$ cat src/rtl/uart_rx_fifo.sv
// Receive-side byte FIFO behind the UART receiver.
// Captures each completed byte on the rx_done strobe and buffers it for the
// host. Bytes that arrive while the FIFO is full are dropped and reported
// through the sticky overrun flag.
module uart_rx_fifo #(
  parameter int DATA_W = 8,
  parameter int ADDR_W = 4
) (
  input  logic              clk1,
  input  logic              ret1,
  input  logic              rx_done,
  input  logic [DATA_W-1:0] rx_data,
  input  logic              rd,
  output logic [DATA_W-1:0] rd_data,
  output logic              rd_valid,
  output logic              empty,
  output logic              full,
  output logic [ADDR_W:0]   count,
  output logic              overrun,
  input  logic              ovr_clr
);

  localparam int unsigned   DEPTH    = 2 ** ADDR_W;
  localparam logic [ADDR_W:0] FULL_CNT = (ADDR_W + 1)'(DEPTH);

  logic [DATA_W-1:0] mem [DEPTH];
  logic [ADDR_W-1:0] wr_ptr;
  logic [ADDR_W-1:0] rd_ptr;
  logic              rd_acc;
  logic              wr_acc;

  // Status flags are decoded from the registered count.
  assign empty = (count == '0);
  assign full  = (count == FULL_CNT);

  // A read frees a slot, so a write is still accepted when full if a read
  // is accepted in the same cycle. Writes are never bypassed to rd_data.
  assign rd_acc = rd & ~empty;
  assign wr_acc = rx_done & (~full | rd_acc);

  // Data storage; no reset on the array.
  always_ff @(posedge clk1) begin
    if (wr_acc) mem[wr_ptr] <= rx_data;
  end

  // Pointers, occupancy and registered read port.
  always_ff @(posedge clk1 or posedge ret1) begin
    if (ret1) begin
      wr_ptr   <= '0;
      rd_ptr   <= '0;
      count    <= '0;
      rd_data  <= '0;
      rd_valid <= 1'b0;
    end else begin
      rd_valid <= rd_acc;
      if (wr_acc) wr_ptr <= wr_ptr + 1'b1;
      if (rd_acc) begin
        rd_data <= mem[rd_ptr];
        rd_ptr  <= rd_ptr + 1'b1;
      end
      case ({wr_acc, rd_acc})
        2'b10:   count <= count + 1'b1;
        2'b01:   count <= count - 1'b1;
        default: count <= count;
      endcase
    end
  end

  // Sticky overrun: a dropped byte wins over a same-cycle clear.
  always_ff @(posedge clk1 or posedge ret1) begin
    if (ret1) begin
      overrun <= 1'b0;
    end else if (rx_done && !wr_acc) begin
      overrun <= 1'b1;
    end else if (ovr_clr) begin
      overrun <= 1'b0;
    end
  end

endmodule
$ cat config.mk
export PLATFORM = sky130hd
export DESIGN_NAME = uart_rx_fifo
export DESIGN_NICKNAME = d
export VERILOG_FILES = /design/src/rtl/uart_rx_fifo.sv
export SDC_FILE = /design/constraint.sdc
export NUM_CORES = 1
export LEC_CHECK = 0
export ABC_AREA = 1
export BUFFER_PORTS_ARGS = -buffer_cell sky130_fd_sc_hd__buf_2
export CORE_MARGIN = 2
export CORE_UTILIZATION = 35
export DETAILED_ROUTE_END_ITERATION = 12
export HOLD_SLACK_MARGIN = 0.08
export PLACE_DENSITY_LB_ADDON = 0.2
export REMOVE_ABC_BUFFERS = 1
export SETUP_SLACK_MARGIN = 0.5
export SYNTH_ARGS = -nofsm -noshare
export SYNTH_HDL_FRONTEND = slang
export SYNTH_SLANG_ARGS = --single-unit
export TNS_END_PERCENT = 100
$ cat constraint.sdc
create_clock -name clk1 -period 1.98 [get_ports clk1]
set_input_delay 0.198 -clock clk1 [delete_from_list [all_inputs] [get_ports clk1]]
set_output_delay 0.198 -clock clk1 [all_outputs]
set_load 0.05 [all_outputs]
==> results.py <==
metrics = {
    "run_status": {
        "status": "completed",
    },
    "final_layout": {
        "diodes": 0,
        "area_growth_pct": 31.23,
        "final_cells": 987,
        "stdcell_area_um2": 8842,
        "nNetsFinal": 763,
        "drive_above_1_share_pct": 26.43,
    },
    "power": {
        "power.share.sequential_pct": 30.5,
        "ir_drop_mv": 0.7053,
        "power_density_nw_per_um2": 1573,
        "switching_power_uw": 5373,
        "switching_share_pct": 38.62,
        "internal-power_uw": 8540,
        "clock_power_share_pct": 26.0,
        "power_leakage_uw": 0.003856,
        "combPwrFrac_pct": 43.6,
    },
    "sta": {
        "setup_viol": 0,
        "skew_ns": 0.009288,
        "hold_viol_final": 0,
        "rsz0062_at_grt": "true",
        "fin_crit_ns": 1.802,
        "timing.slew.headroom_pct": 70.79,
        "maxSlewViolCount": 0,
        "worstMarginPinSlew_ns": 0.4382,
        "fmax_ghz": 0.5550,
        "period_share_pct": 91.00,
    },
    "place": {
        "dpl-instance-area_um2": 7208,
        "dpl.hpwl_mm": 10.38,
        "dp.cells": 920,
        "gp_congestion": 0.7864,
        "portBuffers": 29,
    },
    "yosys": {
        "yosys-top-cells-area": "edfxtp_1 (57%), nand2_1 (12%), dfrtp_1 (8.5%)",
        "synth_top_family_by_area": "simple AND/OR/NAND/NOR gates",
        "async_flop_share_pct": 15.23,
        "synth_adder_area_share_pct": 1.783,
        "synth-seq-cells": 151,
        "synth.most_common_cell": "nand2_1",
        "synth_xor_area_share_pct": 1.281,
        "synthSimpleGateAreaFrac_pct": 21.37,
        "synth_edf_count": 128,
        "syn_inst": 664,
        "synth_mux_area_share_pct": 0,
        "synth_top_flop_cell": "edfxtp_1",
        "yosysTopAreaCellShare_pct": 57.05,
        "yosysTopAreaCell": "edfxtp_1",
        "avgSynthCellArea_um2": 10.15,
        "syn_area_um2": 6738,
        "ys_types": 27,
        "synth_seq_area_share_pct": 65.59,
        "ys_warn_count": 0,
        "synth.top_cells.by_count": "nand2_1 (211), edfxtp_1 (128), inv_1 (112)",
        "synth-compound-area-share_pct": 0.8914,
    },
    "floorplanning": {
        "core_area_um2": 18770,
        "start_util_pct": 35.90,
        "ioPinCount": 30,
        "core.rowCount": 50,
        "die_w_um": 142.7,
        "dieArea_um2": 20380,
        "die_h_um": 142.7,
    },
    "setup_path": {
        "crit_type": "reg -> reg",
        "cp.required_ns": 2.30,
        "critical_path_arrival_ns": 2.12,
        "cp_max_fo": 4,
        "endpoint_kind": "flop",
        "cp-start-kind": "flop",
    },
    "grt": {
        "antenna_found_initial": 0,
        "grt_max_degree": 34,
        "grt_pass1_wl_mm": 26.23,
        "grt_util_all_layers_pct": 17.62,
        "grt_pass1_vias": 4689,
        "grt_overflow": 0,
    },
    "drt": {
        "viasPerCell": 4.800,
        "drc": 0,
        "dr.pass1.iters": 5,
        "drt_iter0_drc": 440,
        "ant_nets": 0,
        "routed_wl_mm": 17.17,
        "wl_per_cell_um": 17.39,
        "vias": 4738,
    },
    "clock_tree": {
        "cts.sink_count": 151,
        "cts_tree": "yes",
        "clkSlewWorstSetupHoldPaths_ns": 0.06,
        "cts.htree.levels": 4,
        "clkLatencyLatePin_ns": 0.43,
        "cts-root-buf": "clkbuf_16",
        "clockBufferDepth": 2,
        "cts-buffers-inserted": 17,
    },
    "job": {
        "cap_violations": 0,
    },
    "hold_path": {
        "min_path_type": "in -> reg",
    },
}
==> flip-flops by register name (all words and copies together), names as in the netlist <==
register	flops
rd_valid	1
mem	128
wr_ptr	4
rd_data	8
rd_ptr	4
overrun	1
count	5
==> routing by layer <==
metal	share of wire (%)	vias to the layer above	wire, um	global-route usage (%)
met1	45	2313	7745	23.45
met4	1.9	0	318	6.410
met2	49	122	8331	28.74
li1	-	2280	-	-
met3	4.5	23	771	3.454
met5	0	-	0	0
==> path summary, 6_finish.rpt <==
| kind | startpoint | endpoint | slack [ns] | depth (start not counted) |
|---|---|---|---|---|
| worst max register to register | count[0] | count[4] | 0.18 | 14 |
| min in group asynchronous | ret1 | overrun | 0.38 | 4 |
| max in group asynchronous | ret1 | rd_ptr[0] | 1.32 | 4 |
| worst max-delay path | count[0] | count[4] | 0.18 | 14 |
| worst min-delay path | rx_done | overrun | 0.19 | 3 |
| worst min register to register | rd_data[3] | rd_data[3] | 0.47 | 2 |
==> area by class of cell <==
class / count / area [um2]
fill: 1688 / 9926
sequential: 151 / 4420
multi-input combinational: 368 / 2146
timing repair buffer: 85 / 860.8
inverter: 118 / 466.7
clock buffer: 18 / 429.2
tap: 234 / 292.8
clock inverter: 13 / 226.5
==> power by group through the flow <==
| stage | logic (uW) | clock network, uW | registers [uW] |
|---|---|---|---|
| 6_report | 6060 | 3610 | 4240 |
| 5_1_grt | 6550 | 3790 | 4290 |
| 4_1_cts | 5430 | 3640 | 4230 |
| 3_5_place_dp | 4420 | 0 | 4250 |
| 3_3_place_gp | 4410 | 0 | 4240 |
| 2_1_floorplan | 2110 | 0 | 4910 |
==> critical path, stage by stage (launching register included) <==
cell	delay, ns
dfrtp_1	0.39
nor2_4	0.07
nand3_4	0.09
nand2_4	0.08
inv_4	0.07
nand2_4	0.05
fa_2	0.36
inv_2	0.07
nand3_2	0.05
nand2_1	0.09
nand4_1	0.13
nand2_1	0.11
nand2_1	0.06
nand2_1	0.05
inv_1	0.04
==> placed cells by master (no fill, tap or decap), types with 3 or more instances in the layout <==
cell and instances:
buf_16 4, nand2_8 4, nand3_1 79, buf_2 26, o21ai_1 3, ha_1 6, xor2_1 7, inv_1 109
clkbuf_16 19, buf_4 30, nand2_1 188, edfxtp_1 128, inv_2 4, dlygate4sd3_1 3, nor2_4 19, bufinv_16 6
nand2_2 17, buf_12 9, dfrtp_1 22, nand3_2 24, buf_6 8, buf_8 3, nand2_4 6
==> metrics by stage <==
step                      setup TNS [ns]  setup slack, ns  utilization, %  total power [uW]  hold slack, ns
after floorplan                   -5.993          -0.6290               -              7020          0.1999
after global placement                 0          0.06067           38.41              8651          0.2655
after detailed placement               0          0.06276           38.41              8674          0.2668
after CTS                              0           0.2716           45.07             13300          0.1822
after global routing                   0          0.07795           47.11             14630          0.2041
final                                  0           0.1783           47.11             13910          0.1911
==> cell families (layout without fill, tap and decap cells) <==
| kind of cell | Yosys count | in the layout |
|---|---|---|
| adders and majority gates | 9 | 9 |
| buffers and inverters | 145 | 234 |
| xor gates and xnor gates | 9 | 9 |
| DFF | 151 | 151 |
| AOI/OAI and AO/OA | 9 | 9 |
| and+or+nand+nor | 341 | 341 |
==> repair_timing <==
item                                    4_1_cts  5_1_grt
pin swaps                                    17       35
buffers inserted                             14       13
endpoints found under the setup margin      142      146
gates resized for setup                      83       56
endpoints found under the hold margin        24        0
gates cloned                                  4        2
hold buffers                                  3        0
Note: power is estimated with default switching activity, not from simulation.
